<file path="config.mk">
export PLATFORM = sky130hd
export DESIGN_NAME = alu_stream_unit
export DESIGN_NICKNAME = d
export VERILOG_FILES = /design/src/rtl/alu_pkg.sv /design/src/rtl/alu_stream_unit_alu.sv /design/src/rtl/alu_stream_unit.sv
export SDC_FILE = /design/constraint.sdc
export NUM_CORES = 1
export LEC_CHECK = 0
export ABC_AREA = 1
export CORE_ASPECT_RATIO = 1.75
export CORE_MARGIN = 2
export CORE_UTILIZATION = 33
export DETAILED_ROUTE_END_ITERATION = 10
export SKIP_CTS_REPAIR_TIMING = 1
export SLEW_MARGIN = 20
export SYNTH_ARGS = -nofsm -noshare
export SYNTH_HDL_FRONTEND = slang
export SYNTH_SLANG_ARGS = --single-unit
</file>
<file path="constraint.sdc">
create_clock -name clk -period 1.95 [get_ports clk]
set_clock_uncertainty 0.2 [all_clocks]
set_input_delay 0.4875 -clock clk [delete_from_list [all_inputs] [get_ports clk]]
set_output_delay 0.4875 -clock clk [all_outputs]
set_load 0.02 [all_outputs]
</file>
<file path="src/rtl/alu_pkg.sv">
// Shared types and constants for the ALU and its streaming wrapper.
package alu_pkg;

  // Bit positions of the flags inside the 4-bit ALUFlags vector.
  localparam int unsigned FLAG_N = 3;
  localparam int unsigned FLAG_Z = 2;
  localparam int unsigned FLAG_C = 1;
  localparam int unsigned FLAG_V = 0;

  // Flags in the same order as ALUFlags: {N, Z, C, V}.
  typedef struct packed {
    logic n;
    logic z;
    logic c;
    logic v;
  } alu_flags_t;

  // Raw operation select as carried on the request channel.
  typedef logic [2:0] alu_op_t;

  // Decoded operation encodings understood by the ALU.
  typedef enum logic [2:0] {
    OP_ADD   = 3'b000,
    OP_SUB   = 3'b001,
    OP_AND   = 3'b010,
    OP_OR    = 3'b011,
    OP_XOR   = 3'b100,
    OP_SLT   = 3'b101,
    OP_PASSA = 3'b110,
    OP_PASSB = 3'b111
  } alu_opcode_e;

endpackage

</file>
<file path="src/rtl/alu_stream_unit_alu.sv">
// Combinational ALU: add/sub/logic/set-less-than on N-bit signed operands.
// C and V are only meaningful for ADD/SUB and read 0 for all other ops.
module ALU
  import alu_pkg::*;
#(
  parameter int unsigned N = 8
) (
  input  logic [N-1:0] A,
  input  logic [N-1:0] B,
  input  alu_op_t      Cntr,
  output logic [N-1:0] R,
  output logic [3:0]   ALUFlags
);

  logic         sub;
  logic [N-1:0] b_eff;
  logic [N:0]   sum_ext;
  logic         ovf;
  alu_flags_t   flags;

  // Shared adder: subtraction is A + ~B + 1, so C is "no borrow" on SUB.
  always_comb begin
    sub     = (alu_opcode_e'(Cntr) == OP_SUB) || (alu_opcode_e'(Cntr) == OP_SLT);
    b_eff   = sub ? ~B : B;
    sum_ext = {1'b0, A} + {1'b0, b_eff} + {{N{1'b0}}, sub};
    ovf     = (A[N-1] == b_eff[N-1]) && (sum_ext[N-1] != A[N-1]);
  end

  // Result select and flag generation.
  always_comb begin
    R       = '0;
    flags   = '0;
    case (alu_opcode_e'(Cntr))
      OP_ADD, OP_SUB: begin
        R       = sum_ext[N-1:0];
        flags.c = sum_ext[N];
        flags.v = ovf;
      end
      OP_AND:   R = A & B;
      OP_OR:    R = A | B;
      OP_XOR:   R = A ^ B;
      OP_SLT:   R = {{(N-1){1'b0}}, sum_ext[N-1] ^ ovf};
      OP_PASSA: R = A;
      OP_PASSB: R = B;
      default:  R = '0;
    endcase
    flags.n  = R[N-1];
    flags.z  = (R == '0);
    ALUFlags = flags;
  end

endmodule

</file>
<file path="src/rtl/alu_stream_unit.sv">
// Two-stage valid/ready wrapper around the ALU with per-request tags,
// sticky flag accumulation and a completed-response counter.
module alu_stream_unit
  import alu_pkg::*;
#(
  parameter int unsigned N     = 8,
  parameter int unsigned TAG_W = 4,
  parameter int unsigned CNT_W = 16
) (
  input  logic             clk,
  input  logic             rst,
  input  logic             flush,
  input  logic             req_valid,
  output logic             req_ready,
  input  logic [N-1:0]     req_a,
  input  logic [N-1:0]     req_b,
  input  logic [2:0]       req_op,
  output logic             rsp_valid,
  input  logic             rsp_ready,
  output logic [N-1:0]     rsp_r,
  output logic [3:0]       rsp_flags,
  output logic [TAG_W-1:0] rsp_tag,
  input  logic             clr_sticky,
  output logic [3:0]       sticky_flags,
  output logic [CNT_W-1:0] op_count
);

  // Stage 0: operands waiting on the ALU.
  logic             s0_valid_q;
  logic [N-1:0]     s0_a_q;
  logic [N-1:0]     s0_b_q;
  alu_op_t          s0_op_q;
  logic [TAG_W-1:0] s0_tag_q;

  // Stage 1: registered ALU result presented on the response channel.
  logic             s1_valid_q;
  logic [N-1:0]     s1_r_q;
  logic [3:0]       s1_flags_q;
  logic [TAG_W-1:0] s1_tag_q;

  logic [TAG_W-1:0] next_tag_q, next_tag_d;
  logic [3:0]       sticky_q, sticky_d;
  logic [CNT_W-1:0] count_q, count_d;

  logic [N-1:0]     alu_r;
  logic [3:0]       alu_flags;

  logic advance1, advance0, req_hs, rsp_hs;

  ALU #(.N(N)) u_alu (
    .A        (s0_a_q),
    .B        (s0_b_q),
    .Cntr     (s0_op_q),
    .R        (alu_r),
    .ALUFlags (alu_flags)
  );

  // Handshake and stage-advance terms.
  always_comb begin
    advance1  = !s1_valid_q || rsp_ready;
    advance0  = s0_valid_q && advance1;
    req_ready = !s0_valid_q || advance1;
    req_hs    = req_valid && req_ready;
    // A response shown during a flush is dropped, so it must not be counted.
    rsp_hs    = s1_valid_q && rsp_ready && !flush;
  end

  // Next-state for tag allocator, sticky flags and completion counter.
  always_comb begin
    next_tag_d = next_tag_q;
    sticky_d   = sticky_q;
    count_d    = count_q;
    if (req_hs && !flush) begin
      next_tag_d = next_tag_q + {{(TAG_W-1){1'b0}}, 1'b1};
    end
    if (rsp_hs) begin
      count_d  = count_q + {{(CNT_W-1){1'b0}}, 1'b1};
      sticky_d = clr_sticky ? s1_flags_q : (sticky_q | s1_flags_q);
    end else if (clr_sticky) begin
      sticky_d = '0;
    end
  end

  // Pipeline registers; flush empties both stages, a new request may refill
  // stage 0 in the same cycle its previous occupant moves to stage 1.
  always_ff @(posedge clk) begin
    if (rst) begin
      s0_valid_q <= 1'b0;
      s0_a_q     <= '0;
      s0_b_q     <= '0;
      s0_op_q    <= '0;
      s0_tag_q   <= '0;
      s1_valid_q <= 1'b0;
      s1_r_q     <= '0;
      s1_flags_q <= '0;
      s1_tag_q   <= '0;
    end else begin
      if (flush) begin
        s0_valid_q <= 1'b0;
      end else if (req_hs) begin
        s0_valid_q <= 1'b1;
        s0_a_q     <= req_a;
        s0_b_q     <= req_b;
        s0_op_q    <= req_op;
        s0_tag_q   <= next_tag_q;
      end else if (advance0) begin
        s0_valid_q <= 1'b0;
      end

      if (flush) begin
        s1_valid_q <= 1'b0;
      end else if (advance1) begin
        s1_valid_q <= s0_valid_q;
      end

      if (!flush && advance0) begin
        s1_r_q     <= alu_r;
        s1_flags_q <= alu_flags;
        s1_tag_q   <= s0_tag_q;
      end
    end
  end

  // Bookkeeping registers.
  always_ff @(posedge clk) begin
    if (rst) begin
      next_tag_q <= '0;
      sticky_q   <= '0;
      count_q    <= '0;
    end else begin
      next_tag_q <= next_tag_d;
      sticky_q   <= sticky_d;
      count_q    <= count_d;
    end
  end

  assign rsp_valid    = s1_valid_q;
  assign rsp_r        = s1_r_q;
  assign rsp_flags    = s1_flags_q;
  assign rsp_tag      = s1_tag_q;
  assign sticky_flags = sticky_q;
  assign op_count     = count_q;

endmodule

</file>
---- Word-level counts from Yosys, hierarchy flattened ----
Index checks and enable logic that the tools add are counted.
W data, S select, Z words.
word-level totals
  logic and storage cells ................. 60
  bits in registers ....................... 65
  output and inout bits ................... 38
  input bits .............................. 25
operators by class
  eq/ne operators ......................... 9
  reductions and logical operators ........ 20
  mux-type cells .......................... 8
  bitwise logic cells ..................... 7
  add/sub/neg operators ................... 4
operator list
  cell                     number
  $pmux W8 S7              1
  $add A16 B1 Y16 const B  1
  $eq A3 B3 Y1 const B     4
  $mux W4                  3
  $add A8 B8 Y9            1
  $add A9 B1 Y9            1
  $and A8 B8 Y8            1
  $logic_not A8 Y1         1
  $mux W8                  1
  $not A8 Y8               1
  $or A8 B8 Y8             1
  $xor A8 B8 Y8            1
  $logic_and A1 B1 Y1      7
  $eq A3 B2 Y1 const B     2
  $add A4 B1 Y4 const B    1
  $or A4 B4 Y4             1
  $reduce_bool A2 Y1       2
  $reduce_or A2 Y1         2
  $eq A3 B1 Y1 const B     1
  $logic_not A1 Y1         3
  $logic_not A3 Y1         1
  $logic_or A1 B1 Y1       3
  $mux W1                  2
  $mux W2                  1
  other kinds (5)          5

---- Longest topological paths before layout ----
  depth in word-level cells ............... 10
  mapped depth ............................ 17
  depth with buffers taken out ............ 17

---- Cells and area by module ----
A second synthesis with hierarchy kept.
unflattened totals
  cells, all modules ...................... 538
  area, all modules ....................... 3753.6 um2
by module, submodules not included
  module           cells an instance  area an instance (um2)  times used  seq. area each (um2)
  alu_stream_unit  346                2616.3                  1           1301.2
  ALU              192                1137.3                  1           0.0

---- Worst setup path before layout ----
Ideal clock, no wire load.
  path kind ............................... register to register
  start point ............................. reg s0_op_q[1]
  end point ............................... reg s1_flags_q[2], in the netlist rsp_flags[2]
  cell stages (with the launch flop) ...... 14
  required time ........................... 1680 ps
  path buffers ............................ 0
  arrival ................................. 1907 ps
  clock period less this slack ............ 2178 ps
  library setup time ...................... 70 ps
  path slack .............................. -228 ps
  path through ............................ dfxtp_1 -> inv_1 -> nand2_4 -> xor2_1 -> fa_1 -> nand2_1 -> a21oi_1 -> nor3_1 -> nand2_1 -> nor2_1 -> nand3_1 -> nor2_1 -> nand3_1 -> a21oi_1
on the way
  longest elaborated chain between the ends .. 10
  elaborated cells between the ends (all ways) .. 19
  classes of those cells .................. add/sub (2); eq/ne (9); mux (2); bitwise (1); reduce/logical (5)
ends and longest elaborated chain
  element                                       RTL line                                              source
  start, declared                               alu_stream_unit.sv:32                                 alu_op_t s0_op_q;
  start signal, assigned                        alu_stream_unit.sv:104                                s0_op_q <= req_op;
  $eq A3 B1 Y1 or $eq A3 B3 Y1 (tied branches)  alu_stream_unit_alu.sv:23, alu_stream_unit_alu.sv:33
  $logic_or A1 B1 Y1                            alu_stream_unit_alu.sv:23                             sub = (alu_opcode_e'(Cntr) == OP_SUB) || (alu_opcode_e'(Cntr) == OP_SLT);
  $mux W8                                       alu_stream_unit_alu.sv:24                             b_eff = sub ? ~B : B;
  $add A8 B8 Y9                                 alu_stream_unit_alu.sv:25                             sum_ext = {1'b0, A} + {1'b0, b_eff} + {{N{1'b0}}, sub};
  $add A9 B1 Y9                                 alu_stream_unit_alu.sv:25
  $ne A1 B1 Y1                                  alu_stream_unit_alu.sv:26                             ovf = (A[N-1] == b_eff[N-1]) && (sum_ext[N-1] != A[N-1]);
  $logic_and A1 B1 Y1                           alu_stream_unit_alu.sv:26
  $xor A1 B1 Y1                                 alu_stream_unit_alu.sv:42                             OP_SLT: R = {{(N-1){1'b0}}, sum_ext[N-1] ^ ovf};
  $pmux W8 S7 *                                 alu_stream_unit_alu.sv:33                             case (alu_opcode_e'(Cntr))
  $logic_not A8 Y1 *                            alu_stream_unit_alu.sv:48                             flags.z = (R == '0);
  end signal, assigned                          alu_stream_unit.sv:118                                s1_flags_q <= alu_flags;
  end, declared                                 alu_stream_unit.sv:38                                 logic [3:0] s1_flags_q;
Every way passes the cells marked *; elsewhere a longest branch is shown, timed or not.
A chain may end at the register's enable or synchronous reset.

---- Worst setup path after layout ----
Same ends and word-level chain as after synthesis.

==> flow_summary_export.csv <==
group,metric,value,unit
status,status,"finished with violations",
status,violations,"negative setup slack",
sta,tightest_slew,650,ps
logic_synthesis,ys.flop_type,"dfxtp_1",
pwr,p_comb_share,20.7,%
pwr,p_per_area,714,nW/µm²
finish,stdcell_count,767,
detailed_routing,wl_per_cell,14.0,µm
clocking,ctsHtreeMaxLevel,3,
sta,setup_slack,-436,ps
global_routing,grt_overflow,0,
worst_setup_path,slowest_stage,"dfxtp_2",
clocking,cts_buffers,9,
worst_setup_path,cp_max_fo,8,
placement,portBuffers,62,
detailed_routing,drt_first_pass_iters,4,
finish,design_area,5580,µm²
global_routing,grt_pass1_vias,3764,
detailed_routing,vias,3778,
global_routing,grt_max_degree,39,
floorplanning,die_area,11600,µm²
finish,drive_above_1_share,26.2,%
sta,hold_viol_final,0,
placement,place_ws,-525,ps
sta,finalMaxSlewViolations,0,
pwr,irDropWorstVdd,0.565,mV
worst_setup_path,crit_arrival,2440,ps
floorplanning,ios,63,
sta,fin_crit_sh,122,%
finish,n_antenna_cell,0,
placement,postPlaceCellArea,4870,µm²
worst_setup_path,r2r_cells,15,
logic_synthesis,synthTopCellsByArea,"dfxtp_1 36%, ha_1 8.8%, nand2_1 8.7%",
clocking,cts.sinks,64,
worst_hold_path,min_delay_path_depth,2,
clocking,cts_root_buffer,"clkbuf_16",
floorplanning,std_cell_rows,50,
worst_setup_path,r2r-end,"rsp_flags[2]$_SDFFE_PP0P_",
pwr,power.internal,2.91,mW
logic_synthesis,syn_nets,542,
finish,area_growth,57.7,%
logic_synthesis,synth_top_cell_area_share,36.2,%
worst_setup_path,crit_chain,"inv_4, nand2_8, buf_6, xor2_2, ha_4, nand2_4, nor3_2, nand2_1, o211ai_1, nand2_1, nand3_2, nand2_2, nor2_1, nand3_1, a21oi_1",
floorplanning,core,10600,µm²
finish,post-route-util,52.7,%
sta,max_freq,419,MHz
worst_setup_path,worstSetupEndpointType,"flop",
detailed_routing,wirelength,10.7,mm
worst_setup_path,path_common_cell,"nand2_1",
worst_setup_path,required,2010,ps
detailed_routing,ant_nets,0,
placement,gp_congestion,0.857,
clocking,cts_buffer_depth,2,
pwr,switching_power,1.07,mW
detailed_routing,route.detailed.drc,0,
global_routing,gr-usage-met3,3.52,%
worst_setup_path,worstReg2RegStart,"s0_op_q[1]$_SDFFE_PP0P_",
worst_setup_path,rrSetupSlack,-440,ps
global_routing,use_met2,36.3,%
logic_synthesis,ys_seq_elements,64,
worst_hold_path,min_from,"sticky_flags[2]$_SDFFE_PP0P_",
detailed_routing,via_per_inst,4.93,
logic_synthesis,yosysTopAreaCell,"dfxtp_1",
global_routing,grt_pass1_wl,17.1,mm
sta,max-slew-margin-rel,56.4,%
worst_setup_path,critPathKind,"reg -> reg",
worst_setup_path,max_stage_delay,330,ps
logic_synthesis,yosysSeqAreaShare,36.2,%
placement,dp_hpwl,8.08,mm
pwr,leakage,3.02,nW
floorplanning,start_util,33.5,%
pwr,sequentialPowerShare,35.0,%
clocking,worstSkewPairLatency,330,ps
logic_synthesis,synth_area_per_cell,7.20,µm²
worst_hold_path,whs_endpoint,"sticky_flags[2]$_SDFFE_PP0P_",
sta,setup_viol,10,
logic_synthesis,synth_edf_count,0,
global_routing,antenna_found_initial,0,
pwr,clkPwrFrac,44.4,%
worst_hold_path,hp-class,"reg -> reg",
global_routing,grt_use_met1,19.3,%
clocking,clk_pin_slew,60,ps
detailed_routing,drt-initial-drc-count,141,
pwr,switching_share,26.9,%
worst_setup_path,critPathLaunchType,"flop",
global_routing,track_usage,19.1,%
finish,final_net_count,683,
global_routing,grt.busiest_layer,"met2",
placement,dp.cells,744,
floorplanning,dieWidth,82.3,µm
sta,rsz0062_at_grt,"true",
pwr,p_total,3.98,mW
job,max-cap-violations,0,
logic_synthesis,syn_inst,491,
sta,fin_crit,2390,ps
logic_synthesis,async_reset_ff_share,0,%
logic_synthesis,yosysUniqueCellTypes,36,
logic_synthesis,yosys_warnings,0,
floorplanning,die_h,141,µm
logic_synthesis,synthesis.area,3540,µm²
clocking,cts_tree,"done",
==> worst max-delay path by stage <==
stage	cells past startpoint	slack (ps)	start	to
finish	15	-440	s0_op_q[1]$_SDFFE_PP0P_	rsp_flags[2]$_SDFFE_PP0P_
global route	15	-580	s0_op_q[1]$_SDFFE_PP0P_	rsp_flags[2]$_SDFFE_PP0P_
CTS	13	-500	s0_op_q[1]$_SDFFE_PP0P_	rsp_flags[1]$_SDFFE_PP0P_
detailed placement	11	-530	flush	op_count[12]$_SDFFE_PP0P_
global placement	11	-460	flush	op_count[14]$_SDFFE_PP0P_
floorplan	15	-170	s0_op_q[0]$_SDFFE_PP0P_	rsp_flags[2]$_SDFFE_PP0P_
==> state kept, by name, summed over array words and instances (netlist names) <==
register / cells
s0_valid_q: 1
rsp_tag: 4
op_count: 16
rsp_r: 8
s0_op_q: 3
rsp_flags: 3
sticky_flags: 4
next_tag_q: 4
s0_tag_q: 4
s0_a_q: 8
rsp_valid: 1
s0_b_q: 8
==> Yosys cell counts, types with 8 or more instances <==
library cell  count
nand3_1          25
ha_1             25
nor2_1           43
o21ai_0          49
dfxtp_1          64
xor2_1            9
clkbuf_1         10
nor3_1            8
inv_1            62
a21oi_1          58
nand4_1          12
nand2_1          82
==> placed cells by master (no fill, tap or decap), drive strengths merged <==
cell type      Yosys  layout
clkbuf            10      10
nand4             12      12
nand3             29      29
dlymetal6s2s       0      39
clkinvlp           0       3
a31oi              1       1
clkdlybuf4s50      0      22
o22ai              3       3
inv               64      65
or2                1       1
buf                7      86
xor2               9       9
nor2              48      48
ha                25      25
a211oi             2       2
nor3              10      10
a21oi             58      58
o211ai             3       3
nand2             86      86
bufinv             0       2
o21ai             50      50
clkinv             2       2
and3               1       1
nor3b              1       1
nand3b             1       1
dfxtp             64      64
o2111ai            2       2
o21a               1       1
fa                 1       1
==> per-stage QoR <==
step	TNS, ps	hold WS (ps)
after floorplan	-564	245
after global placement	-12400	260
after detailed placement	-13880	263
after CTS	-6980	272
after global routing	-4040	299
final	-2700	265
==> critical path: cells and delay by family, from the launching register on <==
| kind | cells | cell delay [ps] |
|---|---|---|
| simple gates | 9 | 880 |
| buf+inv | 2 | 200 |
| compound gates | 2 | 250 |
| xor+xnor | 1 | 150 |
| fa+ha+maj | 1 | 300 |
| flops | 1 | 330 |
==> cell type report <==
class / instances / area (µm²)
fillers: 976 / 5000
multi-input cells: 344 / 2170
repair buffers: 147 / 1370
flip-flops and latches: 64 / 1290
inverters: 66 / 250
clock buffers: 10 / 239
well taps: 130 / 163
clock inverters: 6 / 91.3
==> cell families after synthesis <==
kind of cell	synth area share (%)
XOR/XNOR	2.23
buffers and inverters	9.13
flip-flops	36.2
AND/OR/NAND/NOR	25.3
AO/OA/AOI/OAI	17.8
adder cells (fa/ha/maj)	9.41
==> routing by layer <==
layer | share of wire [%] | wire [µm]
met4 | 2.9 | 316
met2 | 57 | 6100
met1 | 36 | 3890
met5 | 0 | 0
met3 | 4.0 | 434
==> power groups by stage <==
| stage | combinational (mW) | sequential (mW) | clock, mW |
|---|---|---|---|
| after floorplan | 0.338 | 1.42 | 0 |
| after global placement | 0.695 | 1.42 | 0 |
| after detailed placement | 0.705 | 1.42 | 0 |
| after CTS | 0.712 | 1.39 | 1.79 |
| after global routing | 0.905 | 1.40 | 1.84 |
| final | 0.822 | 1.39 | 1.77 |
No activity file was read; power rests on OpenSTA's default activity.
